<file path="src/rtl/fetch_pkg.sv">
// Shared definitions for the instruction-fetch stage: FSM state encoding,
// default widths and the sequential instruction step.
package fetch_pkg;

    typedef enum logic [1:0] {
        S_IDLE = 2'd0,
        S_REQ  = 2'd1,
        S_WAIT = 2'd2
    } fetch_state_t;

    localparam int DEFAULT_DEPTH  = 2;
    localparam int DEFAULT_ADDR_W = 32;
    localparam int DEFAULT_DATA_W = 32;
    localparam int INST_STEP      = 4;

endpackage

</file>
<file path="src/rtl/fetch_fifo.sv">
// Circular fetch buffer holding {pc, instruction} pairs for decode.
// Flush has priority over a same-cycle push or pop.
module fetch_fifo
    import fetch_pkg::*;
#(
    parameter int DEPTH  = DEFAULT_DEPTH,
    parameter int ADDR_W = DEFAULT_ADDR_W,
    parameter int DATA_W = DEFAULT_DATA_W
) (
    input  logic                     clk,
    input  logic                     reset,
    input  logic                     flush,
    input  logic                     push,
    input  logic [ADDR_W-1:0]        push_pc,
    input  logic [DATA_W-1:0]        push_data,
    input  logic                     pop,
    output logic                     head_valid,
    output logic [ADDR_W-1:0]        head_pc,
    output logic [DATA_W-1:0]        head_data,
    output logic [$clog2(DEPTH):0]   count
);

    localparam int PTR_W = $clog2(DEPTH);
    localparam int CNT_W = $clog2(DEPTH) + 1;

    logic [ADDR_W-1:0] pc_mem   [DEPTH];
    logic [DATA_W-1:0] data_mem [DEPTH];
    logic [PTR_W-1:0]  head;
    logic [PTR_W-1:0]  tail;

    // DEPTH is a power of two, so the pointers wrap by plain overflow.
    always_ff @(posedge clk) begin
        if (reset) begin
            head  <= '0;
            tail  <= '0;
            count <= '0;
            for (int i = 0; i < DEPTH; i++) begin
                pc_mem[i]   <= '0;
                data_mem[i] <= '0;
            end
        end else if (flush) begin
            head  <= '0;
            tail  <= '0;
            count <= '0;
        end else begin
            if (push) begin
                pc_mem[tail]   <= push_pc;
                data_mem[tail] <= push_data;
                tail           <= tail + PTR_W'(1);
            end
            if (pop) begin
                head <= head + PTR_W'(1);
            end
            count <= count + CNT_W'(push) - CNT_W'(pop);
        end
    end

    assign head_valid = (count != '0);
    assign head_pc    = pc_mem[head];
    assign head_data  = data_mem[head];

endmodule

</file>
<file path="src/rtl/fetch_unit.sv">
// Instruction-fetch stage: issues one imem read at a time, buffers returned
// words with their PC, and closes the PC loop through pc_next.
// Optional macro FETCH_MISALIGN_CHECK_EN enables the sticky fetch_misaligned flag.
module fetch_unit
    import fetch_pkg::*;
#(
    parameter int DEPTH  = DEFAULT_DEPTH,
    parameter int ADDR_W = DEFAULT_ADDR_W,
    parameter int DATA_W = DEFAULT_DATA_W
) (
    input  logic              clk,
    input  logic              reset,
    input  logic [ADDR_W-1:0] pc,
    output logic [ADDR_W-1:0] pc_next,
    input  logic              redirect_valid,
    input  logic [ADDR_W-1:0] redirect_target,
    output logic              imem_req_valid,
    input  logic              imem_req_ready,
    output logic [ADDR_W-1:0] imem_req_addr,
    input  logic              imem_resp_valid,
    input  logic [DATA_W-1:0] imem_resp_data,
    output logic              inst_valid,
    input  logic              inst_ready,
    output logic [DATA_W-1:0] inst_data,
    output logic [ADDR_W-1:0] inst_pc,
    output logic              fetch_misaligned
);

    localparam int CNT_W = $clog2(DEPTH) + 1;

    fetch_state_t      state;
    fetch_state_t      state_next;
    logic              drop;
    logic              drop_next;
    logic [ADDR_W-1:0] req_pc;
    logic [CNT_W-1:0]  count;
    logic [CNT_W-1:0]  count_after;
    logic              handshake;
    logic              push;
    logic              pop;
    logic [ADDR_W-1:0] target_aligned;

    assign imem_req_valid = (state == S_REQ) && !reset;
    assign imem_req_addr  = pc;
    assign handshake      = imem_req_valid && imem_req_ready;
    assign pop            = inst_valid && inst_ready;
    assign push           = (state == S_WAIT) && imem_resp_valid && !drop && !redirect_valid;
    assign count_after    = count + CNT_W'(push) - CNT_W'(pop);
    assign target_aligned = {redirect_target[ADDR_W-1:2], 2'b00};

    always_comb begin
        pc_next = pc;
        if (reset) begin
            pc_next = pc;
        end else if (redirect_valid) begin
            pc_next = target_aligned;
        end else if (handshake) begin
            pc_next = pc + ADDR_W'(INST_STEP);
        end
    end

    always_ff @(posedge clk) begin
        if (reset) begin
            state  <= S_IDLE;
            drop   <= 1'b0;
            req_pc <= '0;
        end else begin
            state <= state_next;
            drop  <= drop_next;
            if (handshake) begin
                req_pc <= pc;
            end
        end
    end

    // A request already accepted must still have its response swallowed,
    // so a redirect only reaches S_IDLE once nothing is outstanding.
    always_comb begin
        state_next = state;
        drop_next  = drop;
        case (state)
            S_IDLE: begin
                if (!redirect_valid && (count < CNT_W'(DEPTH))) begin
                    state_next = S_REQ;
                end
            end
            S_REQ: begin
                if (handshake) begin
                    state_next = S_WAIT;
                    if (redirect_valid) begin
                        drop_next = 1'b1;
                    end
                end else if (redirect_valid) begin
                    state_next = S_IDLE;
                end
            end
            S_WAIT: begin
                if (imem_resp_valid) begin
                    drop_next = 1'b0;
                    if (redirect_valid) begin
                        state_next = S_IDLE;
                    end else if (count_after < CNT_W'(DEPTH)) begin
                        state_next = S_REQ;
                    end else begin
                        state_next = S_IDLE;
                    end
                end else if (redirect_valid) begin
                    drop_next = 1'b1;
                end
            end
            default: begin
                state_next = S_IDLE;
                drop_next  = 1'b0;
            end
        endcase
    end

    fetch_fifo #(
        .DEPTH  (DEPTH),
        .ADDR_W (ADDR_W),
        .DATA_W (DATA_W)
    ) u_fifo (
        .clk        (clk),
        .reset      (reset),
        .flush      (redirect_valid),
        .push       (push),
        .push_pc    (req_pc),
        .push_data  (imem_resp_data),
        .pop        (pop),
        .head_valid (inst_valid),
        .head_pc    (inst_pc),
        .head_data  (inst_data),
        .count      (count)
    );

`ifdef FETCH_MISALIGN_CHECK_EN
    always_ff @(posedge clk) begin
        if (reset) begin
            fetch_misaligned <= 1'b0;
        end else if (redirect_valid && (redirect_target[1:0] != 2'b00)) begin
            fetch_misaligned <= 1'b1;
        end
    end
`else
    logic unused_target_lsbs;
    assign unused_target_lsbs = ^redirect_target[1:0];
    assign fetch_misaligned   = 1'b0;
`endif

endmodule

</file>
<file path="config.mk">
export PLATFORM = sky130hd
export DESIGN_NAME = fetch_unit
export DESIGN_NICKNAME = d
export VERILOG_FILES = /design/src/rtl/fetch_pkg.sv /design/src/rtl/fetch_fifo.sv /design/src/rtl/fetch_unit.sv
export SDC_FILE = /design/constraint.sdc
export NUM_CORES = 1
export LEC_CHECK = 0
export BUFFER_PORTS_ARGS = -buffer_cell sky130_fd_sc_hd__buf_2
export CORE_UTILIZATION = 36
export CTS_BUF_LIST = sky130_fd_sc_hd__clkbuf_8 sky130_fd_sc_hd__clkbuf_16
export CTS_CLUSTER_SIZE = 25
export DETAILED_ROUTE_END_ITERATION = 8
export PLACE_DENSITY_LB_ADDON = 0.12
export SLEW_MARGIN = 20
export SYNTH_ARGS = -nofsm -noshare
export SYNTH_HDL_FRONTEND = slang
export SYNTH_HIERARCHICAL = 1
export SYNTH_SLANG_ARGS = --single-unit
</file>
<file path="constraint.sdc">
create_clock -name clk -period 8.7 [get_ports clk]
set_clock_uncertainty 0.1 [all_clocks]
set_input_delay 1.74 -clock clk [delete_from_list [all_inputs] [get_ports clk]]
set_output_delay 1.74 -clock clk [all_outputs]
set_load 0.02 [all_outputs]
</file>
==> run metrics <==
status=finished, final reports clean; Syn Inst Count=slightly below 800; leakage=4.74 nW; H-tree levels=4; cts hold-fix bufs=0; vias in the first global route=~6200; clock latency on the worst-skew pair=420 ps; min-delay src=req_pc[15]; Area Overhead vs Synth=17.7%; final hold vios=0; Worst Path Arrival=3870 ps; Die X=between 150 and 200 um; Congestion Overflow GR=0; clock root buffer=clkbuf_16; fin crit period=5710 ps; Overall Global Routing Usage=17.9%; full die area=24900 um2; WP data required=a little under 7000 ps; top cell type's share of synthesized area=between 40% and 50%; Slowest Stage Delay on Critical Path=520 ps; PwrDens=about 180 nW/um2; cts repair resizes=0; post-CTS setup buffer count=0; deepest clock path buffer count=2; async set or reset register ratio after synthesis=0%; DP Cell Count=between 1000 and 1500; Hold Path Class=reg -> reg; maximum vdd ir drop=0.127 mV; final setup TNS=0 ps; DRC Markers=0; drt via density=5.10; worst r2r dst=u_fifo/pc_mem[0][13]; Finished Core Util=43.5%; Critical Path, Cell by Cell=buf_2 -> buf_4 -> nand4b_1 -> nor2_1 -> and3_1 -> a211oi_1 -> a211oi_1 -> buf_2; crit path max fanout=40; reg2reg start=state[0]; DP Wirelength=between 10000 and 15000 um; Clk pin slew, worst setup/hold paths=70 ps; Tcrit/Tclk final=65.7%; fraction of layout cells with a size suffix above 1=around two fifths; largest net degree at the start of global routing=130; reg2reg setup slack=5620 ps; Crit. End Element=primary output; CP Launch Type=primary input; max_slew headroom=30.9%; Iteration-0 DRC Markers=327; Clock Sinks=168; Reg2Reg Depth=8; gpl congestion=about 0.79; first-pass GRT wire length=approximately 33000 um; Slew Limit Fails=0; routed wire length=roughly 22000 um; total CTS buffers=17; initial antenna violation count=0; vias=6508; f_max=175 MHz; RSZ-0062 raised after global routing=false; final cell count without fillers=1277; top-level I/O count=between 200 and 250; IO buf count=229; sequential-to-total area share from yosys stat=53.1%; Synth Warn #=6; Synth Flop Type=edfxtp_1; Max-Cap Viols=0; Starting Density=36.9%; post-DR wirelength/cell=17.4 um; Mapped Avg Cell Area=11.2 um2; synth top area cells=edfxtp_1 44%, dfxtp_1 9.2%, and3_1 9.0%, mux2_2 8.2%, buf_4 3.8%; Synth Cell Area=8750 um2; TritonCTS clock tree=built; Mapped Nets=889; Die Y=158 um; Final nets=1055; Post-synth EDFFs=128; Yosys top cell by area=edfxtp_1; Commonest cells post-synth=128 x edfxtp_1, 126 x and3_1, 74 x nand2_1, 64 x mux2_2, 48 x nand3_1; hold path depth=2; post-synthesis register bit count=about 170; count leader, synth=edfxtp_1; worst slew pin tran=1040 ps; Netlist cell types=72; drt pass-1 iters=7; worst setup path class=in -> out; number of diodes=0; Min-Delay Endpoint=req_pc[15]; crit path max-delay cell type=nor2_1; core box area=~24000 um2; Setup Viol. Count Final=0; Cell Rows=56; antenna-violating nets left=0
critical path, delay by kind of cell:
| kind | cells | cell delay, ps |
|---|---|---|
| AOI/OAI and AO/OA | 2 | 340 |
| buffers and inverters | 3 | 570 |
| and+or+nand+nor | 3 | 1220 |
per-layer routing:
layer / up-vias / wire length, um / global-route usage (%)
met2: 269 / 10400 / 29.0
met5: - / 0 / 0
li1: 3176 / - / -
met1: 3035 / 10200 / 23.6
met4: 0 / 371 / 6.93
met3: 28 / 1310 / 3.20
how the worst max path moves through the flow:
stage	start	endpoint	slack [ps]	cells past startpoint
2_1_floorplan	pc[6]	pc_next[11]	3540	5
3_3_place_gp	reset	pc_next[27]	3050	8
3_5_place_dp	reset	pc_next[29]	3050	8
4_1_cts	reset	pc_next[29]	3030	8
5_1_grt	reset	pc_next[25]	2840	8
6_report	reset	pc_next[25]	2990	8
final cells by class:
type	instances	area [um2]
Clock inverter	14	126
Timing Repair Buffer	241	1240
Multi-Input combinational cell	504	3390
Fill cell	2354	13400
Inverter	13	48.8
Clock buffer	18	450
Tap cell	319	399
Sequential cell	168	4650
state kept, by name, summed over array words and instances (netlist names), named ones only:
name	flops
u_fifo/count	2
u_fifo/pc_mem	64
drop	1
u_fifo/data_mem	64
u_fifo/tail	1
u_fifo/head	1
req_pc	32
state	2
power by group:
part / switching (mW) / internal, mW / leakage (nW)
Combinational: 0.150 / 0.0767 / 2.81
Clock: 0.338 / 0.396 / 0.283
Sequential: 0.0145 / 0.894 / 1.65
Total: 0.502 / 1.37 / 4.74
metrics by stage:
| step | setup slack, ps | hold WS (ps) | cell area (um2) | total power [mW] |
|---|---|---|---|---|
| after floorplan | 3540 | 338 | 8750 | 1.07 |
| after global placement | 3050 | 348 | 9720 | 1.15 |
| after detailed placement | 3050 | 351 | 9720 | 1.15 |
| after CTS | 3030 | 361 | 10300 | 1.89 |
| after global routing | 2840 | 381 | 10300 | 1.94 |
| final | 2990 | 358 | 10300 | 1.87 |
placed cells by master, fill, tap and decap left out, types with 9 or more instances in the layout:
cell type / instances
buf_2: 229
edfxtp_1: 128
and3_1: 126
nand2_1: 74
mux2_2: 64
nand3_1: 48
dfxtp_1: 39
nor2_1: 27
o21ai_0: 19
clkbuf_16: 18
nor3_1: 13
inv_1: 12
a211oi_1: 12
buf_4: 12
a21oi_1: 11
and3_2: 9
logic make-up after synthesis:
family	after synthesis	share of synthesized area, %
adder cells (fa/ha/maj)	8	1.14
AND/OR/NAND/NOR	342	21.8
flip-flops	168	53.1
buffers and inverters	107	8.21
XOR/XNOR	6	0.758
AO/OA/AOI/OAI	83	6.69
other	1	0.0429
multiplexers	64	8.24
(Power assumes the default switching activity.)
